### src/rtl/muldiv_pkg.sv
// Shared definitions for the EX-stage multiply/divide unit: operation and
// state encodings, cycle counts and small two's-complement helpers.
package muldiv_pkg;

  typedef enum logic [1:0] {
    MD_MULT  = 2'b00,
    MD_MULTU = 2'b01,
    MD_DIV   = 2'b10,
    MD_DIVU  = 2'b11
  } md_op_e;

  typedef enum logic [1:0] {
    ST_IDLE = 2'b00,
    ST_MUL  = 2'b01,
    ST_DIV  = 2'b10
  } md_state_e;

  localparam int DIV_CYCLES = 32;
  localparam int CNT_W      = 8;

  function automatic logic [31:0] neg_if(input logic [31:0] v, input logic neg);
    return neg ? (~v + 32'd1) : v;
  endfunction

  // Magnitude of v when it is to be treated as signed; raw value otherwise.
  function automatic logic [31:0] abs32(input logic [31:0] v, input logic sgn);
    return neg_if(v, sgn & v[31]);
  endfunction

endpackage

### src/rtl/muldiv_divider.sv
// 32-step unsigned restoring divider. quotient_o/remainder_o are the values
// produced by the current step and are final in the cycle done_o is high.
module muldiv_divider
  import muldiv_pkg::*;
(
  input  logic        clk,
  input  logic        rst_n,
  input  logic        start_i,
  input  logic [31:0] dividend_i,
  input  logic [31:0] divisor_i,
  output logic        done_o,
  output logic [31:0] quotient_o,
  output logic [31:0] remainder_o
);

  localparam logic [4:0] LAST_STEP = 5'(DIV_CYCLES - 1);

  logic        active_q, active_d;
  logic [4:0]  step_q, step_d;
  logic [31:0] rem_q, rem_d;
  logic [31:0] quo_q, quo_d;
  logic [31:0] dvs_q, dvs_d;

  logic [32:0] shifted;
  logic [31:0] diff;
  logic        ge;
  logic [31:0] rem_step;
  logic [31:0] quo_step;

  // quo_q starts as the dividend and shifts out its MSB each step while the
  // quotient bits shift in from the bottom.
  always_comb begin
    shifted  = {rem_q, quo_q[31]};
    ge       = (shifted >= {1'b0, dvs_q});
    // When ge holds the true difference is below the divisor, so 32 bits suffice.
    diff     = shifted[31:0] - dvs_q;
    rem_step = ge ? diff : shifted[31:0];
    quo_step = {quo_q[30:0], ge};
  end

  always_comb begin
    active_d = active_q;
    step_d   = step_q;
    rem_d    = rem_q;
    quo_d    = quo_q;
    dvs_d    = dvs_q;
    if (start_i) begin
      active_d = 1'b1;
      step_d   = '0;
      rem_d    = '0;
      quo_d    = dividend_i;
      dvs_d    = divisor_i;
    end else if (active_q) begin
      rem_d  = rem_step;
      quo_d  = quo_step;
      step_d = step_q + 5'd1;
      if (step_q == LAST_STEP) active_d = 1'b0;
    end
  end

  always_ff @(posedge clk or negedge rst_n) begin
    if (!rst_n) begin
      active_q <= 1'b0;
      step_q   <= '0;
      rem_q    <= '0;
      quo_q    <= '0;
      dvs_q    <= '0;
    end else begin
      active_q <= active_d;
      step_q   <= step_d;
      rem_q    <= rem_d;
      quo_q    <= quo_d;
      dvs_q    <= dvs_d;
    end
  end

  assign done_o      = active_q && (step_q == LAST_STEP);
  assign quotient_o  = quo_step;
  assign remainder_o = rem_step;

endmodule

### src/rtl/muldiv_unit.sv
// EX-stage multiply/divide unit owning HI/LO. Multiplies complete after
// MUL_CYCLES, divides after 32; HI/LO are written together in one edge.
module muldiv_unit
  import muldiv_pkg::*;
#(
  parameter int MUL_CYCLES = 5
) (
  input  logic        clk,
  input  logic        rst_n,
  input  logic        start,
  input  logic [1:0]  md_op,
  input  logic [31:0] In1,
  input  logic [31:0] In2,
  input  logic        hi_we,
  input  logic        lo_we,
  input  logic [31:0] wdata,
  output logic [31:0] hi,
  output logic [31:0] lo,
  output logic        busy
);

  localparam logic [CNT_W-1:0] MUL_END = CNT_W'(MUL_CYCLES);

  md_state_e        state_q, state_d;
  md_op_e           op_q, op_d;
  logic [CNT_W-1:0] cnt_q, cnt_d;
  logic [31:0]      hi_q, hi_d, lo_q, lo_d;
  logic [31:0]      a_q, a_d, b_q, b_d;

  logic        in_signed_div;
  logic [31:0] dvd_abs, dvs_abs;
  logic        div_start, div_done;
  logic [31:0] div_quo, div_rem;
  logic        mul_signed, div_signed;
  logic [63:0] ext_a, ext_b, prod;
  logic [31:0] res_lo, res_hi;

  // The divider latches magnitudes straight from the operand bus on accept.
  assign in_signed_div = (md_op == MD_DIV);
  assign dvd_abs       = abs32(In1, in_signed_div);
  assign dvs_abs       = abs32(In2, in_signed_div);

  muldiv_divider u_divider (
    .clk         (clk),
    .rst_n       (rst_n),
    .start_i     (div_start),
    .dividend_i  (dvd_abs),
    .divisor_i   (dvs_abs),
    .done_o      (div_done),
    .quotient_o  (div_quo),
    .remainder_o (div_rem)
  );

  always_comb begin
    mul_signed = (op_q == MD_MULT);
    ext_a      = {{32{mul_signed & a_q[31]}}, a_q};
    ext_b      = {{32{mul_signed & b_q[31]}}, b_q};
    prod       = ext_a * ext_b;
  end

  // Sign fix-up: quotient truncates toward zero, remainder follows dividend.
  always_comb begin
    div_signed = (op_q == MD_DIV);
    res_lo     = div_quo;
    res_hi     = div_rem;
    if (b_q == 32'd0) begin
      res_lo = 32'hFFFF_FFFF;
      res_hi = a_q;
    end else if (div_signed) begin
      res_lo = neg_if(div_quo, a_q[31] ^ b_q[31]);
      res_hi = neg_if(div_rem, a_q[31]);
    end
  end

  always_comb begin
    state_d   = state_q;
    op_d      = op_q;
    cnt_d     = cnt_q;
    hi_d      = hi_q;
    lo_d      = lo_q;
    a_d       = a_q;
    b_d       = b_q;
    div_start = 1'b0;
    case (state_q)
      ST_IDLE: begin
        if (start) begin
          op_d      = md_op_e'(md_op);
          a_d       = In1;
          b_d       = In2;
          cnt_d     = CNT_W'(1);
          div_start = md_op[1];
          state_d   = md_op[1] ? ST_DIV : ST_MUL;
        end else begin
          if (hi_we) hi_d = wdata;
          if (lo_we) lo_d = wdata;
        end
      end
      ST_MUL: begin
        if (cnt_q == MUL_END) begin
          {hi_d, lo_d} = prod;
          cnt_d        = '0;
          state_d      = ST_IDLE;
        end else begin
          cnt_d = cnt_q + CNT_W'(1);
        end
      end
      ST_DIV: begin
        if (div_done) begin
          hi_d    = res_hi;
          lo_d    = res_lo;
          cnt_d   = '0;
          state_d = ST_IDLE;
        end else begin
          cnt_d = cnt_q + CNT_W'(1);
        end
      end
      default: begin
        cnt_d   = '0;
        state_d = ST_IDLE;
      end
    endcase
  end

  always_ff @(posedge clk or negedge rst_n) begin
    if (!rst_n) begin
      state_q <= ST_IDLE;
      op_q    <= MD_MULT;
      cnt_q   <= '0;
      hi_q    <= '0;
      lo_q    <= '0;
      a_q     <= '0;
      b_q     <= '0;
    end else begin
      state_q <= state_d;
      op_q    <= op_d;
      cnt_q   <= cnt_d;
      hi_q    <= hi_d;
      lo_q    <= lo_d;
      a_q     <= a_d;
      b_q     <= b_d;
    end
  end

  assign hi   = hi_q;
  assign lo   = lo_q;
  assign busy = (state_q != ST_IDLE);

endmodule
### config.mk
export PLATFORM = sky130hd
export DESIGN_NAME = muldiv_unit
export DESIGN_NICKNAME = d
export VERILOG_FILES = /design/src/rtl/muldiv_pkg.sv /design/src/rtl/muldiv_divider.sv /design/src/rtl/muldiv_unit.sv
export SDC_FILE = /design/constraint.sdc
export NUM_CORES = 2
export LEC_CHECK = 0
export CORE_ASPECT_RATIO = 0.6
export CORE_UTILIZATION = 43
export CTS_CLUSTER_DIAMETER = 200
export CTS_CLUSTER_SIZE = 28
export DETAILED_ROUTE_END_ITERATION = 12
export DONT_BUFFER_PORTS = 1
export MAX_ROUTING_LAYER = met4
export PLACE_DENSITY = 0.56
export SLEW_MARGIN = 20
export SYNTH_ARGS = -nofsm -noshare
export SYNTH_HDL_FRONTEND = slang
export SYNTH_HIERARCHICAL = 1
export SYNTH_SLANG_ARGS = --single-unit
### constraint.sdc
create_clock -name clk -period 17.75 [get_ports clk]
set_clock_uncertainty 0.05 [all_clocks]
set_input_delay 3.55 -clock clk [delete_from_list [all_inputs] [get_ports clk]]
set_output_delay 3.55 -clock clk [all_outputs]
set_load 0.02 [all_outputs]
==> summary.txt <==
Logic synthesis
  – Top FF cell, synth: dfrtp_1
  – Register bit total from synthesis: 242
  – Asr flop ratio synth: 100.0%
  – Number of distinct library cells after synthesis: 94
  – EDFF count, synth: 0
  – Mean Syn Cell Area: 8.746 um^2
  – Synth area leader: fa_1
  – Synth Instances: 6215
  – Post-Syn Area: 54360 um^2
  – Largest cells by area after synthesis: fa_1 (41%), dfrtp_1 (11%), inv_1 (8.8%), nand2_1 (7.4%), ha_1 (5.9%)
  – Count leader, synth: inv_1
  – Syn Nets: 7701
  – Yosys Warn Count: 6
  – Post-synth top cells: inv_1 (1272), fa_1 (1126), nand2_1 (1076), clkbuf_1 (361), o21ai_0 (270)
  – Sequential element share of the synthesized area: 11.14%
  – Synth top area share: 41.47%

Worst setup path
  – Crit start category: flip-flop
  – Worst Path Required: 18170 ps
  – Data arrival, critical path: 10280 ps
  – CP max-delay cell: fa_1
  – Family with the most delay on the worst path: adder cells
  – Reg-to-Reg Start: op_q[0]$_DFFE_PN0P_
  – Crit path kind: reg2reg
  – WP buf/inv: 8
  – Max Fanout on Critical Path: 21
  – R2r setup slk: 7890 ps
  – End of the worst register-to-register path: hi[31]$_DFFE_PN0P_
  – CP max stage delay: 900 ps
  – Critical Path Sink Type: flip-flop
  – Most frequent CP cell: fa_1
  – Reg2Reg Depth: 29

GRT
  – Largest net degree at the start of global routing: 243
  – GRT Total Usage: 30.86%
  – First-pass GRT wire length: 283600 um
  – Initial antenna violation count: 21
  – Vias in the first global route: 41950
  – Total congestion overflow: 0

Clock network
  – CTS H-Tree Depth: 1
  – Worst-path clk slew: 140 ps
  – Cts repair resizes: 0
  – Root Driver: clkbuf_16
  – Total CTS buffers: 12
  – Clock buffer depth: 3
  – Worst-Skew Late Latency: 570 ps
  – # clock sinks: 242
  – CTS tree: yes
  – Setup bufs post-CTS: 0
  – Hold-fix buffer count after cts: 0

Detailed routing
  – Drc violations: 0
  – Iteration-0 DRC Markers: 4509
  – Routed wire length: 188300 um
  – Avg WL per Cell: 24.73 um
  – Drt pass-1 iters: 5
  – Vias post-DR: 41910
  – DRT antenna net count: 0
  – Vias per cell: 5.502

Floorplanning
  – FP Rows: 100
  – Area of the die: 127900 um^2
  – Chip Width: 461 um
  – Core ar.: 124700 um^2
  – Starting Density: 43.57%
  – Die Y: 277.4 um
  – Top-Level Pins: 168

Run status
  – Status: finished, final reports clean

Timing
  – Relative slew slack: 21.19%
  – RSZ-0062 raised after global routing: false
  – Final Max Slew Viols: 0
  – Final hold vios: 0
  – Final setup violation count: 0
  – Final worst-path cycle share: 55.57%
  – Tmin final: 9863 ps
  – Setup_tns: 0 ps
  – Max Fclk: 101.4 MHz
  – Worst-margin pin slew: 1171 ps

Final layout
  – Final-layout fill cell count: 12210
  – Reg area: 6062 um^2
  – # nets final: 7389
  – Layout cells sized above 1: 4.284%
  – Area of the multi-input gates: 41810 um^2
  – Area grow syn2layout: 2.776%

Min path
  – Min-Delay Endpoint: b_q[28]$_DFFE_PN0P_
  – WHS Path Cells: 1
  – Hold WC Path Type: reg2reg
  – Hold_sp: b_q[28]$_DFFE_PN0P_

Placement
  – HPWL after DPL: 147800 um
  – Gpl congestion: 0.9736
  – IO Port Bufs: 0

Run
  – Total of max-cap violations: 0
-- per-layer routing --
layer | part of all wire, % | vias to the layer above | GRT usage, %
li1 | - | 18100 | -
met1 | 48 | 21460 | 48.20
met2 | 37 | 2145 | 37.98
met3 | 13 | 204 | 10.16
met4 | 1.9 | 0 | 5.154
met5 | 0 | - | -
-- worst max path at each step --
stage                              from                 end  slack, ps  cells after the start
floorplan           a_q[31]$_DFFE_PN0P_  hi[31]$_DFFE_PN0P_       9690                     27
global placement    op_q[0]$_DFFE_PN0P_  hi[31]$_DFFE_PN0P_       8140                     29
detailed placement  op_q[0]$_DFFE_PN0P_  hi[30]$_DFFE_PN0P_       7950                     29
CTS                 op_q[0]$_DFFE_PN0P_  hi[30]$_DFFE_PN0P_       7940                     29
global route        op_q[0]$_DFFE_PN0P_  hi[31]$_DFFE_PN0P_       7370                     29
finish              op_q[0]$_DFFE_PN0P_  hi[31]$_DFFE_PN0P_       7890                     29
-- final cells by class --
class                      count  area share (%)
antenna                       27          0.1209
clock buffer                  16          0.6025
clock inverter                 1         0.02016
inverter                    1273           8.553
multi-input combinational   4281           74.83
sequential                   242           10.85
tap                         1683           3.769
timing repair buffer          93           1.250
-- worst register-to-register path: cells and delay by family, from the launching register on --
family                     cells  cell delay (ps)
buffers and inverters          8             1430
DFF                            1              430
and+or+nand+nor                7             2030
xor gates and xnor gates       1              130
adders and majority gates      9             4700
AOI/OAI and AO/OA              4             1000
-- cell usage in the layout, fill, tap and decap left out, types with 14 or more instances in the layout --
cell type | netlist | routed
a21o_1 | 41 | 41
a21oi_1 | 197 | 197
a31oi_1 | 22 | 22
and2_1 | 267 | 267
and3_1 | 27 | 26
buf_4 | 34 | 93
dfrtp_1 | 242 | 239
diode_2 | 0 | 27
fa_1 | 1126 | 1126
ha_1 | 257 | 255
inv_1 | 1272 | 1272
mux2_2 | 67 | 67
mux2i_1 | 41 | 41
nand2_1 | 1076 | 1076
nand2b_1 | 14 | 14
nand3_1 | 44 | 43
nand4_1 | 26 | 26
nor2_1 | 211 | 210
nor3_1 | 47 | 47
nor4_1 | 25 | 24
o211ai_1 | 20 | 20
o21a_1 | 19 | 19
o21ai_0 | 270 | 270
o31ai_1 | 37 | 37
or2_2 | 15 | 15
xnor2_1 | 128 | 128
xor2_1 | 100 | 100
-- kinds of logic after synthesis --
logic type	after synthesis	synth area share [%]
flops	242	11.14
buf+inv	1692	12.02
compound gates	733	8.296
fa+ha+maj	1383	47.39
simple gates	1818	15.04
xor+xnor	228	3.674
mux	119	2.440
-- state kept, by name, summed over array words and instances, names as in the netlist, 5 cells and up --
register	flops
b_q	32
u_divider/rem_q	32
u_divider/step_q	5
cnt_q	8
u_divider/dvs_q	32
lo	32
a_q	32
hi	32
u_divider/quo_q	32
-- metrics by stage --
step / area [um^2] / instances / util (%) / setup WS (ps) / hold WS [ps]
floorplan: 54360 / 6215 / - / 9687 / 414.7
finish: 55860 / 7616 / 44.78 / 7887 / 474.7
CTS: 55800 / 7589 / 44.73 / 7939 / 472.7
global placement: 55440 / 7572 / 44.44 / 8140 / 437.7
detailed placement: 55450 / 7572 / 44.45 / 7947 / 446.5
global route: 55850 / 7611 / 44.77 / 7373 / 484.1
Power is not shown: default switching activity piles up to over one toggle a cycle in this logic, so the estimate is an artifact.
